File: config.mk
export PLATFORM = sky130hd
export DESIGN_NAME = ibex_rf_rollback_ctrl
export DESIGN_NICKNAME = d
export VERILOG_FILES = /design/src/rtl/ibex_rf_rollback_ctrl.sv
export SDC_FILE = /design/constraint.sdc
export NUM_CORES = 1
export LEC_CHECK = 0
export CORE_ASPECT_RATIO = 0.9
export CORE_MARGIN = 3
export CORE_UTILIZATION = 35
export DETAILED_ROUTE_END_ITERATION = 6
export PLACE_DENSITY_LB_ADDON = 0.25
export SLEW_MARGIN = 5
export SYNTH_ARGS = -nofsm -noshare
export SYNTH_HDL_FRONTEND = slang
export SYNTH_SLANG_ARGS = --single-unit
File: constraint.sdc
create_clock -name clk_i -period 4.8 [get_ports clk_i]
set_input_delay 0.48 -clock clk_i [delete_from_list [all_inputs] [get_ports clk_i]]
set_output_delay 0.48 -clock clk_i [all_outputs]
set_load 0.01 [all_outputs]
File: src/rtl/ibex_rf_rollback_ctrl.sv
// Rollback sequencer for the lockstep main/shadow register file pair.
// On a mismatch it stalls and drains the core, copies the shadow file into
// the main file, read-back-verifies the copy and retries a bounded number of
// times before going fatal. It also issues single-shot CTC commands.
module ibex_rf_rollback_ctrl #(
  parameter bit RV32E      = 1'b0,
  parameter int DataWidth  = 39,
  parameter int MaxRetries = 3
) (
  input  logic                 clk_i,
  input  logic                 rst_i,
  input  logic                 mismatch_i,
  input  logic                 ctc_req_i,
  input  logic                 core_idle_i,
  output logic                 stall_o,
  output logic [4:0]           rf_waddr_o,
  output logic [DataWidth-1:0] rf_wdata_o,
  output logic                 rf_we_o,
  output logic [4:0]           rf_raddr_o,
  input  logic [DataWidth-1:0] rf_rdata_i,
  output logic [4:0]           sh_raddr_o,
  input  logic [DataWidth-1:0] sh_rdata_i,
  output logic                 ctc_cmd_o,
  output logic                 restore_done_o,
  output logic                 ctc_done_o,
  output logic                 fatal_o,
  output logic [2:0]           retry_cnt_o
);

  localparam int         NumWords = RV32E ? 16 : 32;
  localparam logic [4:0] LastAddr = 5'(NumWords - 1);
  localparam logic [2:0] RetryMax = 3'(MaxRetries);

  typedef enum logic [2:0] {
    S_IDLE     = 3'd0,
    S_DRAIN    = 3'd1,
    S_RESTORE  = 3'd2,
    S_VERIFY   = 3'd3,
    S_DONE     = 3'd4,
    S_CTC      = 3'd5,
    S_CTC_WAIT = 3'd6,
    S_FATAL    = 3'd7
  } state_e;

  state_e     r_state, w_state_nxt;
  logic [4:0] r_addr, w_addr_nxt;
  logic [2:0] r_retry, w_retry_nxt;
  logic       r_err, w_err_nxt;
  logic       r_pend, w_pend_nxt;
  logic       r_wait, w_wait_nxt;
  logic       w_diff;

  // Main copy differs from shadow at the address currently being verified.
  assign w_diff = (rf_rdata_i != sh_rdata_i);

  // State, address, retry counter and CTC bookkeeping registers.
  always_ff @(posedge clk_i) begin
    if (rst_i) begin
      r_state <= S_IDLE;
      r_addr  <= 5'd0;
      r_retry <= 3'd0;
      r_err   <= 1'b0;
      r_pend  <= 1'b0;
      r_wait  <= 1'b0;
    end else begin
      r_state <= w_state_nxt;
      r_addr  <= w_addr_nxt;
      r_retry <= w_retry_nxt;
      r_err   <= w_err_nxt;
      r_pend  <= w_pend_nxt;
      r_wait  <= w_wait_nxt;
    end
  end

  // Next-state sequencing; a CTC request that cannot be served now is pended.
  always_comb begin
    w_state_nxt = r_state;
    w_addr_nxt  = r_addr;
    w_retry_nxt = r_retry;
    w_err_nxt   = r_err;
    w_pend_nxt  = r_pend;
    w_wait_nxt  = r_wait;
    case (r_state)
      S_IDLE: begin
        if (mismatch_i) begin
          w_state_nxt = S_DRAIN;
          w_retry_nxt = 3'd0;
        end else if (ctc_req_i || r_pend) begin
          w_state_nxt = S_CTC;
        end
      end
      S_DRAIN: begin
        if (core_idle_i) begin
          w_state_nxt = S_RESTORE;
          w_addr_nxt  = 5'd1;
        end
      end
      S_RESTORE: begin
        if (r_addr == LastAddr) begin
          w_state_nxt = S_VERIFY;
          w_addr_nxt  = 5'd1;
          w_err_nxt   = 1'b0;
        end else begin
          w_addr_nxt = r_addr + 5'd1;
        end
      end
      S_VERIFY: begin
        if (r_addr == LastAddr) begin
          w_addr_nxt = 5'd0;
          if (!(r_err || w_diff)) begin
            w_state_nxt = S_DONE;
          end else begin
            w_retry_nxt = r_retry + 3'd1;
            if (r_retry + 3'd1 == RetryMax) begin
              w_state_nxt = S_FATAL;
            end else begin
              w_state_nxt = S_RESTORE;
              w_addr_nxt  = 5'd1;
            end
          end
        end else begin
          w_addr_nxt = r_addr + 5'd1;
          w_err_nxt  = r_err | w_diff;
        end
      end
      S_DONE: w_state_nxt = S_IDLE;
      S_CTC: begin
        w_pend_nxt  = 1'b0;
        w_wait_nxt  = 1'b0;
        w_state_nxt = S_CTC_WAIT;
      end
      S_CTC_WAIT: begin
        w_wait_nxt = 1'b1;
        if (r_wait) begin
          w_wait_nxt  = 1'b0;
          w_state_nxt = S_IDLE;
        end
      end
      S_FATAL: w_state_nxt = S_FATAL;
      default: w_state_nxt = S_IDLE;
    endcase
    if (ctc_req_i && ((r_state != S_IDLE) || mismatch_i)) w_pend_nxt = 1'b1;
  end

  // Outputs decoded from registered state and address.
  always_comb begin
    stall_o        = (r_state != S_IDLE);
    rf_we_o        = 1'b0;
    rf_waddr_o     = 5'd0;
    rf_wdata_o     = '0;
    rf_raddr_o     = 5'd0;
    sh_raddr_o     = 5'd0;
    ctc_cmd_o      = 1'b0;
    restore_done_o = 1'b0;
    ctc_done_o     = 1'b0;
    fatal_o        = 1'b0;
    retry_cnt_o    = r_retry;
    case (r_state)
      S_RESTORE: begin
        rf_we_o    = 1'b1;
        rf_waddr_o = r_addr;
        rf_wdata_o = sh_rdata_i;
        sh_raddr_o = r_addr;
      end
      S_VERIFY: begin
        rf_raddr_o = r_addr;
        sh_raddr_o = r_addr;
      end
      S_DONE:     restore_done_o = 1'b1;
      S_CTC:      ctc_cmd_o = 1'b1;
      S_CTC_WAIT: ctc_done_o = r_wait;
      S_FATAL:    fatal_o = 1'b1;
      default: ;
    endcase
  end

endmodule

# --- After elaboration in Yosys (flattened, before gate mapping) ---
# Index checks and enable logic that the tools add are counted.
word_totals:
  regBits: 14
  wordCells: 78
op_classes:
  addsub: 2
  eq_ne: 18
  muxes: 35
  bitwise_logic: 1
  reduce_logical: 16
ops:
  columns: ["cell", "n"]
  rows:
  - ["39-bit two-way mux", 1]
  - ["39-bit inequality test", 1]
  - ["3-bit two-way mux", 11]
  - ["5-bit two-way mux", 6]
  - ["3-bit one-hot mux with 8 select lines", 1]
  - ["5-bit one-hot mux with 3 select lines", 1]
  - ["2-bit inequality test, second input constant", 7]
  - ["3-bit == test, second input constant", 4]
  - ["1-bit two-way mux", 12]
  - ["3-bit by 2-bit == test with 1-bit output, second input constant", 3]
  - ["2-bit nonzero test", 4]
  - ["3-bit one-hot mux with 2 select lines", 1]
  - ["3-bit nonzero test", 2]
  - ["5-bit by 1-bit adder with 5-bit output, second input constant", 1]
  - ["5-bit == test, second input constant", 1]
  - ["5-bit AND reduction", 1]
  - ["1-bit one-hot mux with 2 select lines", 2]
  - ["4-bit AND reduction", 1]
  - ["3-bit by 1-bit adder with 3-bit output, second input constant", 1]
  - ["3-bit by 1-bit == test with 1-bit output, second input constant", 1]
  - ["3-bit logical NOT", 1]
  - ["1-bit logical OR", 3]
  - ["3-bit inequality test, second input constant", 1]
  - ["3-bit AND reduction", 1]
  - ["other kinds (4)", 4]

# --- Logic depth before layout (Yosys ltp) ---
logic_depth:
  ltp_word: 6
  mapped_depth: 10
  depth_no_buf: 9

# --- Least setup slack after synthesis ---
# Ideal clock, no wire load.
synth_path:
  kind: "reg-to-reg"
  start: "register r_addr[0]"
  end: "register r_state[0]"
  setup_ps: 114
  arrival_time_ps: 1892
  required_time_ps: 4686
  setup_slack_ps: 2794
  path_stages_with_launch: 10
  period_less_slack_ps: 2006
  cell_sequence: "dfxtp_1 -> ha_1 -> and3_1 -> ha_1 -> buf_4 -> inv_1 -> a22o_1 -> a21oi_2 -> a31oi_1 -> a2111oi_0"
synth_via:
  elab_chain_cells: 3
synth_rtl:
  columns: ["item", "line", "source"]
  rows:
  - ["start, declared", "46", "logic [4:0] r_addr, w_addr_nxt;"]
  - ["start signal, assigned", "67", "r_addr <= w_addr_nxt;"]
  - ["5-bit == test *", "99, 108", null]
  - ["2-bit inequality test (no line)", null, null]
  - ["5-bit AND reduction (no line) *", null, null]
  - ["end signal, assigned", "66", "r_state <= w_state_nxt;"]
  - ["end, declared", "45", "state_e r_state, w_state_nxt;"]
# Every way passes the cells marked *; elsewhere a longest branch is shown, timed or not.
# A chain may end at the register's enable or synchronous reset.

# --- Worst setup path in the final report ---
layout_path:
  start: "register r_state[1]"
  end: "output rf_wdata_o[21]"
layout_via:
  elab_chain_cells: 2
layout_rtl:
  columns: ["item", "line", "source"]
  rows:
  - ["3-bit by 2-bit == test with 1-bit output", "158", "case (r_state)"]
  - ["39-bit two-way mux", "158", null]
  - ["end, declared", "17", "output logic [DataWidth-1:0] rf_wdata_o,"]
# Every way passes these cells.

==> flow_summary.json <==
{
  "area_growth_syn_to_layout_pct": 89.8,
  "ys_types": 44,
  "synth_warnings": 0,
  "syn_inst": 228,
  "critPathKind": "reg2out",
  "synth_edf_count": 0,
  "dp_slack_ps": 2090,
  "rsz0062_at_grt": "no",
  "wirelength_um": 7020,
  "routedWlPerCell_um": 16.4,
  "holdCritStartpoint": "r_pend$_SDFFE_PP0P_",
  "seqPwrFrac_pct": 22.1,
  "h-tree-depth": 1,
  "antenna_cells": 0,
  "dr.first_iter.drc_count": 119,
  "grt_pass1_vias": 2036,
  "end_kind": "output pin",
  "cts_max_path_buffers": 2,
  "start_util_pct": 37.1,
  "post_synth_instance_area_um2": 1700,
  "core_area_um2": 4580,
  "grt_usage_pct": 23.9,
  "power_density_nw_per_um2": 254,
  "numClockSinks": 14,
  "timing.max_cap.violations": 0,
  "slowest_stage": "dfxtp_1",
  "setup_tns_ps": 0,
  "cts_setup_buffers": 0,
  "worst_pin_slew_ps": 850,
  "row_count": 23,
  "fin_crit_ps": 2800,
  "fillers": 390,
  "min_to": "r_pend$_SDFFE_PP0P_",
  "status": "finished, final reports clean",
  "cp_top_family": "buffers and inverters",
  "root_buffer": "clkbuf_8",
  "crit_chain": "nand2_1 -> nor2_2 -> buf_4 -> and2_1 -> clkdlybuf4s50_1",
  "tritoncts": "yes",
  "power.leakage_nw": 1.18,
  "timing.slew.headroom_pct": 43.2,
  "finalHoldViolations": 0,
  "syn_area_per_cell_um2": 7.44,
  "detail-route-antenna-nets": 0,
  "p_comb_share_pct": 63.9,
  "hp-class": "reg2reg",
  "ys_ff_latch": 14,
  "die_w_um": 79.4,
  "die_h_um": 72.1,
  "viasPerCell": 4.96,
  "num_io_pins": 146,
  "setup_ws_ps": 2000,
  "p_int_mw": 0.495,
  "crit_required_ps": 4320,
  "place.gp.congestion": 0.947,
  "fin_crit_sh_pct": 58.3,
  "slew_viol_final": 0,
  "worstSetupStartpointType": "flop",
  "clk_latency_ps": 240,
  "synth_nets": 315,
  "regToRegSetupSlack_ps": 2310,
  "grt_max_degree": 45,
  "ff2ff_path_depth": 8,
  "yosysSeqAreaShare_pct": 16.5,
  "ys_async_sr_fraction_pct": 0,
  "swShare_pct": 39.5,
  "drive_gt1_share_pct": 3.84,
  "max_stage_delay_ps": 600,
  "fin_nets": 453,
  "min_path_cells": 2,
  "port_buffers": 145,
  "ctsResizeCount": 0,
  "numCtsBuffers": 3,
  "holdWs_ps": 505,
  "synth_ff_type": "dfxtp_1",
  "route.detailed.drc": 0,
  "max_freq_mhz": 358,
  "p_switching_mw": 0.324,
  "antenna_found_initial": 0,
  "arrival_ps": 2320,
  "gr-total-overflow": 0,
  "fp.dieArea_um2": 5720,
  "dpl.hpwl_um": 5880,
  "final_cell_count_no_fill": 427,
  "pwr-share-clk_pct": 14.0,
  "finClkSkew_ps": 1.25,
  "clk_pin_slew_ps": 60,
  "crit_buf_inv": 2,
  "reg2reg_from": "r_addr[0]$_SDFFE_PP0P_",
  "holdBufCountCts": 0,
  "setup-violations-final": 0,
  "vias": 2117,
  "cp_max_fo": 44,
  "r2r-end": "r_state[0]$_SDFFE_PP0P_",
  "dr.pass1.iters": 4,
  "grt_pass1_wl_um": 10800,
  "dp_cells": 423,
  "peakVddDrop_mv": 0.150
}
cell families (layout without fill, tap and decap cells):
logic type                 count (synthesis)  in the layout  share of synthesized area [%]
adders and majority gates                  4              4                           2.95
xor gates and xnor gates                  38             38                           19.6
buffers and inverters                     21            158                           5.90
DFF                                       14             14                           16.5
AOI/OAI and AO/OA                         35             35                           15.3
and+or+nand+nor                          116            116                           39.7
stage by stage:
step	utilization, %	power [mW]	area [um2]
finish	70.4	0.819	3220
global route	70.4	0.878	3220
CTS	70.4	0.823	3220
detailed placement	69.2	0.705	3170
global placement	69.2	0.696	3170
floorplan	-	0.439	1700
final cells by class:
type,count,area (um2),share of cell area [%]
Clock buffer,4,55.1,1.71
Sequential cell,14,280,8.70
Tap cell,62,77.6,2.41
Inverter,8,30.0,0.932
Timing Repair Buffer,146,1460,45.3
Multi-Input combinational cell,193,1320,40.9
sequential cells by signal (all words and copies together) (netlist names):
signal,cells
retry_cnt_o,3
r_wait,1
r_pend,1
r_state,3
r_err,1
r_addr,5
layout by cell type, fill, tap and decap left out, types with 5 or more instances in the layout:
cell             Yosys  final
nand4_1              9      9
clkdlybuf4s50_1      0    145
inv_1                8      8
nor3_1               5      5
dfxtp_1             14     14
xnor2_1             34     34
a21oi_1              7      7
and3_1               7      7
and2_1              48     48
nand2_1             10     10
nor2_1              16     15
layer usage:
layer / vias to the layer above / track usage [%] / wire, um
met1: 948 / 27.2 / 2860
met3: 16 / 6.82 / 395
met5: - / 0 / 0
met2: 84 / 43.9 / 3600
met4: 0 / 5.73 / 157
li1: 1069 / - / -
how the worst max path moves through the flow:
stage	startpoint	end	slack, ps	cells past startpoint
after floorplan	r_addr[0]$_SDFFE_PP0P_	r_state[0]$_SDFFE_PP0P_	2790	9
after global placement	sh_rdata_i[31]	retry_cnt_o[1]$_SDFFE_PP0P_	2170	7
after detailed placement	sh_rdata_i[1]	r_state[0]$_SDFFE_PP0P_	2090	7
after CTS	r_state[1]$_SDFFE_PP0P_	rf_waddr_o[4]	1990	5
after global routing	r_state[1]$_SDFFE_PP0P_	rf_wdata_o[34]	1780	5
final	r_state[1]$_SDFFE_PP0P_	rf_wdata_o[21]	2000	5
cells in the mapped netlist, drive strengths merged, types with 2 or more instances:
library cell	number	area share, %
a2111oi	3	1.9
a211oi	2	0.88
a21oi	9	3.1
a22oi	4	1.8
a31oi	3	1.1
and2	49	18
and3	7	2.6
buf	5	2.4
clkbuf	8	1.8
dfxtp	14	17
ha	4	2.9
inv	8	1.8
nand2	10	2.2
nand2b	3	1.1
nand3	4	1.2
nand3b	2	0.88
nand4	9	3.3
nor2	16	3.5
nor3	6	2.1
nor3b	2	0.88
nor4	4	1.8
o21ai	3	0.88
o31a	2	1.0
or3	2	0.74
xnor2	34	18
xor2	4	2.1
worst min-delay path, delay by kind of cell (launching register included):
kind | cells | cell delay [ps]
AO/OA/AOI/OAI | 1 | 80
flip-flops | 1 | 320
AND/OR/NAND/NOR | 1 | 70
power by group through the flow:
stage,Sequential (mW),Clock (mW),Combinational [mW]
after global placement,0.181,0,0.515
after global routing,0.188,0.123,0.567
after CTS,0.180,0.117,0.526
final,0.181,0.115,0.523
after detailed placement,0.182,0,0.523
after floorplan,0.147,0,0.292
Note: power is estimated with default switching activity, not from simulation.
